`config.mk`:
```
export PLATFORM = sky130hd
export DESIGN_NAME = obuf_ld_beat_splitter
export DESIGN_NICKNAME = d
export VERILOG_FILES = /design/src/rtl/obuf_ld_beat_splitter.sv
export SDC_FILE = /design/constraint.sdc
export NUM_CORES = 2
export LEC_CHECK = 0
export ABC_CLOCK_PERIOD_IN_PS = 5100
export BUFFER_PORTS_ARGS = -buffer_cell sky130_fd_sc_hd__buf_2
export CAP_MARGIN = 20
export CORE_MARGIN = 2
export CORE_UTILIZATION = 50
export DETAILED_ROUTE_END_ITERATION = 7
export GPL_ROUTABILITY_DRIVEN = 1
export PLACE_DENSITY = 0.84
export SYNTH_ARGS = -nofsm -noshare
export SYNTH_HDL_FRONTEND = slang
export SYNTH_SLANG_ARGS = --single-unit
```
`constraint.sdc`:
```
create_clock -name clk -period 5.1 [get_ports clk]
set_clock_uncertainty 0.2 [all_clocks]
set_input_delay 0.765 -clock clk [delete_from_list [all_inputs] [get_ports clk]]
set_output_delay 0.765 -clock clk [all_outputs]
set_load 0.1 [all_outputs]
```
`src/rtl/obuf_ld_beat_splitter.sv`:
```
// OBUF load-path beat splitter: holds one DDR read beat and writes it out
// as RATIO consecutive bank rows at incrementing OBUF row addresses.
module obuf_ld_beat_splitter #(
  parameter int DDR_BANDWIDTH = 512,
  parameter int NUM_BANKS     = 8,
  parameter int DATA_WIDTH    = 8,
  parameter int ADDR_WIDTH    = 10,
  parameter int BEATS_WIDTH   = 16
) (
  input  logic                            clk,
  input  logic                            reset,
  input  logic                            start,
  input  logic [ADDR_WIDTH-1:0]           base_addr,
  input  logic [BEATS_WIDTH-1:0]          num_beats,
  output logic                            busy,
  output logic                            done,
  input  logic [DDR_BANDWIDTH-1:0]        s_data,
  input  logic                            s_valid,
  output logic                            s_ready,
  output logic                            bank_wr_en,
  output logic [ADDR_WIDTH-1:0]           bank_wr_addr,
  output logic [NUM_BANKS*DATA_WIDTH-1:0] bank_wr_data
);

  localparam int RW    = NUM_BANKS * DATA_WIDTH;
  localparam int RATIO = DDR_BANDWIDTH / RW;
  localparam int SW    = (RATIO > 1) ? $clog2(RATIO) : 1;
  localparam logic [SW-1:0] LAST = SW'(RATIO - 1);
  localparam bit R1 = (RATIO == 1);

  localparam logic [BEATS_WIDTH-1:0] B0 = '0;
  localparam logic [BEATS_WIDTH-1:0] B1 = BEATS_WIDTH'(1);
  localparam logic [BEATS_WIDTH-1:0] B2 = BEATS_WIDTH'(2);

  typedef enum logic [1:0] {
    S_IDLE,
    S_WAIT,
    S_DRAIN,
    S_DONE
  } state_t;

  state_t                   state;
  logic [ADDR_WIDTH-1:0]    addr_q;
  logic [BEATS_WIDTH-1:0]   beats_left;
  logic [SW-1:0]            sub_cnt;
  logic [RATIO-1:0][RW-1:0] beat_q;
  logic                     take;

  assign take = s_valid && s_ready;

  always_ff @(posedge clk) begin
    if (reset) begin
      state        <= S_IDLE;
      addr_q       <= '0;
      beats_left   <= '0;
      sub_cnt      <= '0;
      beat_q       <= '0;
      busy         <= 1'b0;
      done         <= 1'b0;
      s_ready      <= 1'b0;
      bank_wr_en   <= 1'b0;
      bank_wr_addr <= '0;
      bank_wr_data <= '0;
    end else begin
      unique case (state)
        S_IDLE: begin
          if (start) begin
            addr_q     <= base_addr;
            beats_left <= num_beats;
            busy       <= 1'b1;
            if (num_beats == B0) begin
              state <= S_DONE;
              done  <= 1'b1;
            end else begin
              state   <= S_WAIT;
              s_ready <= 1'b1;
            end
          end
        end
        S_WAIT: begin
          if (take) begin
            beat_q       <= s_data;
            sub_cnt      <= '0;
            state        <= S_DRAIN;
            bank_wr_en   <= 1'b1;
            bank_wr_addr <= addr_q;
            addr_q       <= addr_q + 1'b1;
            bank_wr_data <= s_data[RW-1:0];
            s_ready      <= R1 && (beats_left > B1);
          end
        end
        S_DRAIN: begin
          if (sub_cnt != LAST) begin
            sub_cnt      <= sub_cnt + SW'(1);
            bank_wr_addr <= addr_q;
            addr_q       <= addr_q + 1'b1;
            bank_wr_data <= beat_q[sub_cnt + SW'(1)];
            s_ready      <= (sub_cnt + SW'(1) == LAST) && (beats_left > B1);
          end else begin
            beats_left <= beats_left - B1;
            if (beats_left == B1) begin
              state      <= S_DONE;
              done       <= 1'b1;
              bank_wr_en <= 1'b0;
              s_ready    <= 1'b0;
            end else if (take) begin
              // next beat lands in the same cycle as the last row: no bubble
              beat_q       <= s_data;
              sub_cnt      <= '0;
              bank_wr_addr <= addr_q;
              addr_q       <= addr_q + 1'b1;
              bank_wr_data <= s_data[RW-1:0];
              s_ready      <= R1 && (beats_left > B2);
            end else begin
              state      <= S_WAIT;
              bank_wr_en <= 1'b0;
              s_ready    <= 1'b1;
            end
          end
        end
        S_DONE: begin
          done  <= 1'b0;
          busy  <= 1'b0;
          state <= S_IDLE;
        end
        default: state <= S_IDLE;
      endcase
    end
  end

endmodule

```
==> metrics.cfg <==
[worst_hold_path]
holdCritStartpoint = s_data[356]
min_path_cells = 3
min_to = beat_q[356]
hold_class = primary input to flop

[global_route]
antenna_found_initial = 22
busiest_layer = met2
grt_use_total_pct = 26.2
grt_max_degree = 164
use_met3_pct = 5.59
grt_pass1_wl_um = 128000
overflow = 0
met1_usage_pct = 32.6
gr-usage-met2_pct = 43.0
grt_pass1_vias = 24200

[timing]
rsz0062_at_grt = false
hold_viol = 0
finalSetupViolations = 0
fmax_mhz = 270
tightest_slew_ns = 1.13
period_needed_ns = 3.71
relSlewSlack_pct = 24.9
period_share_pct = 72.7
slew_viol_final = 0
setup-tns-final_ns = 0

[logic_synthesis]
syn-num-nets = 3662
seq_area_frac_synth_pct = 41.8
synth_common_cells = nand2_1 (1067), dfxtp_1 (621), mux2i_1 (513)
ys.flop_type = dfxtp_1
synth_edf_count = 0
yosysMostFrequentCell = nand2_1
ys_seq_elements = 621
yosysUniqueCellTypes = 62
syn_inst = 3110
synth_top_cell_by_area = dfxtp_1
async_reset_ff_share_pct = 0
synth_warnings = 0
synth_top_area_share_pct = 41.8
synth_area_per_cell_sq_um = 9.56
syn_area_sq_um = 29700
synth_area_leaders = dfxtp_1 (42%), mux2i_1 (17%), nand2_1 (13%)

[detailed_routing]
viasPerCell = 5.60
detail_route.iter0.violations = 1575
drc = 0
detail_route.wl_per_cell_um = 19.1
dr.pass1.iters = 5
ant_nets = 0
vias = 24700
drt-total-wl_um = 84000

[placed_design]
io_buffers = 619
hpwl_um = 57700
dp_cells = 4285
placed_cell_area_sq_um = 32900
globalplace.congestion = 0.888

[die]
initial_core_util_pct = 50.5
rows = 89
core_area_sq_um = 58900
dieHeight_um = 248
dieWidth_um = 248
die-area_sq_um = 61400
num_io_pins = 620

[power_and_ir_drop]
p_leak_nw = 13.4
power_frac_comb_pct = 38.0
power.share.sequential_pct = 35.4
switching_share_pct = 40.3
vdd_drop_max_uv = 467
power_density_nw_per_um2 = 492
switchingPower_mw = 6.94
p_clk_share_pct = 26.7
p_int_mw = 10.3
power.total_mw = 17.2

[setup_path]
r2r_slack_ns = 1.39
cp.required_ns = 5.36
path_buf_inv = 0
crit_path_frequent_cell = ha_1
rr_startpoint = sub_cnt[0]
crit_path_start_kind = flop
critical_path.max_stage_delay_ns = 0.80
end_kind = flop
rr_worst_depth = 7
slowest_stage = nand2_4
critPathKind = flop to flop
critical_path_arrival_ns = 3.97
timing.rr.end = bank_wr_data[17]
worstPathCellList = ha_1 > ha_1 > nor2b_1 > nand2_4 > o22a_1 > o21ai_0 > a211oi_2
path_max_fanout = 65
path_delay_family = simple AND/OR/NAND/NOR gates

[clock_tree]
numClockSinks = 621
cts-htree-levels = 2
numCtsBuffers = 61
cts_buffer_depth = 3
cts_hold_buf = 0
cts_tree = yes
post_cts_buffers = 0
cts_resized = 0
clockRootBuffer = clkbuf_16
clk_latency_ns = 0.62
clkTransAtPathRegs_ns = 0.06

[layout]
fin_area_sq_um = 34900
nets = 4128
fillers = 4797
drive_gt1_share_pct = 27.2
syn_to_final_growth_pct = 17.5
fin_util_pct = 59.3
fin_cells = 4404

[run]
maxCapViolations = 0

[run_status]
status = finished clean

[cells by family after synthesis]
group / share of synthesized area, %
simple gates: 17.8
mux: 27.0
flops: 41.8
compound gates: 7.59
buf+inv: 5.44
fa+ha+maj: 0.421
[worst max-delay path by stage]
| stage | from | depth (start not counted) | endpoint |
|---|---|---|---|
| floorplan | sub_cnt[0] | 12 | bank_wr_data[11] |
| global placement | sub_cnt[0] | 7 | bank_wr_data[22] |
| detailed placement | sub_cnt[0] | 7 | bank_wr_data[28] |
| CTS | sub_cnt[0] | 7 | bank_wr_data[17] |
| global route | sub_cnt[0] | 7 | bank_wr_data[19] |
| finish | sub_cnt[0] | 7 | bank_wr_data[17] |
[per-layer routing]
| metal | wire length (um) | share of wire, % |
|---|---|---|
| met1 | 33600 | 40 |
| met2 | 39700 | 47 |
| met3 | 6650 | 7.9 |
| met4 | 3900 | 4.6 |
| met5 | 133 | 0.16 |
[layout by cell type, fill, tap and decap left out, types with 21 or more instances in the layout]
cell / Yosys / routed
nor2_4: 50 / 51
nand2_1: 1067 / 1065
buf_2: 52 / 618
o22a_1: 64 / 64
a211oi_1: 58 / 58
a21oi_1: 42 / 41
mux4_2: 128 / 128
nor2_1: 54 / 53
clkbuf_16: 0 / 61
o21ai_0: 88 / 88
a211oi_2: 21 / 21
mux2i_1: 513 / 513
buf_4: 7 / 32
dfxtp_1: 621 / 620
[area by class of cell]
class	count	area [sq um]	share of cell area, %
clock inverter	16	234	0.669
tap	773	967	2.77
antenna	13	32.5	0.0931
inverter	13	56.3	0.161
timing repair buffer	667	3670	10.5
sequential	621	12400	35.6
clock buffer	89	1800	5.16
multi-input combinational	2212	15700	45.1
[worst register-to-register path, stage by stage, from the launching register on]
cell,delay (ns)
dfxtp_4,0.52
ha_1,0.28
ha_1,0.23
nor2b_1,0.78
nand2_4,0.80
o22a_1,0.52
o21ai_0,0.12
a211oi_2,0.10
[power by group through the flow]
stage          sequential [mW]  clock [mW]  combinational (mW)
2_1_floorplan             7.67           0                3.58
3_3_place_gp              6.16           0                6.38
3_5_place_dp              6.17           0                6.48
4_1_cts                   6.07        4.66                6.51
5_1_grt                   6.14        4.86                6.92
6_report                  6.08        4.59                6.53
[metrics by stage]
stage | worst slack, ns | hold WS, ns
CTS | 1.43 | 0.136
global route | 1.16 | 0.159
finish | 1.39 | 0.186
detailed placement | 1.44 | 0.242
floorplan | 2.07 | 0.232
global placement | 1.57 | 0.236
[flip-flops by register name, summed over array words and instances (netlist names), 2 cells and up]
| register | count |
|---|---|
| beat_q | 512 |
| beats_left | 16 |
| state | 2 |
| bank_wr_data | 64 |
| addr_q | 10 |
| bank_wr_addr | 10 |
| sub_cnt | 3 |
(Power assumes the default switching activity.)
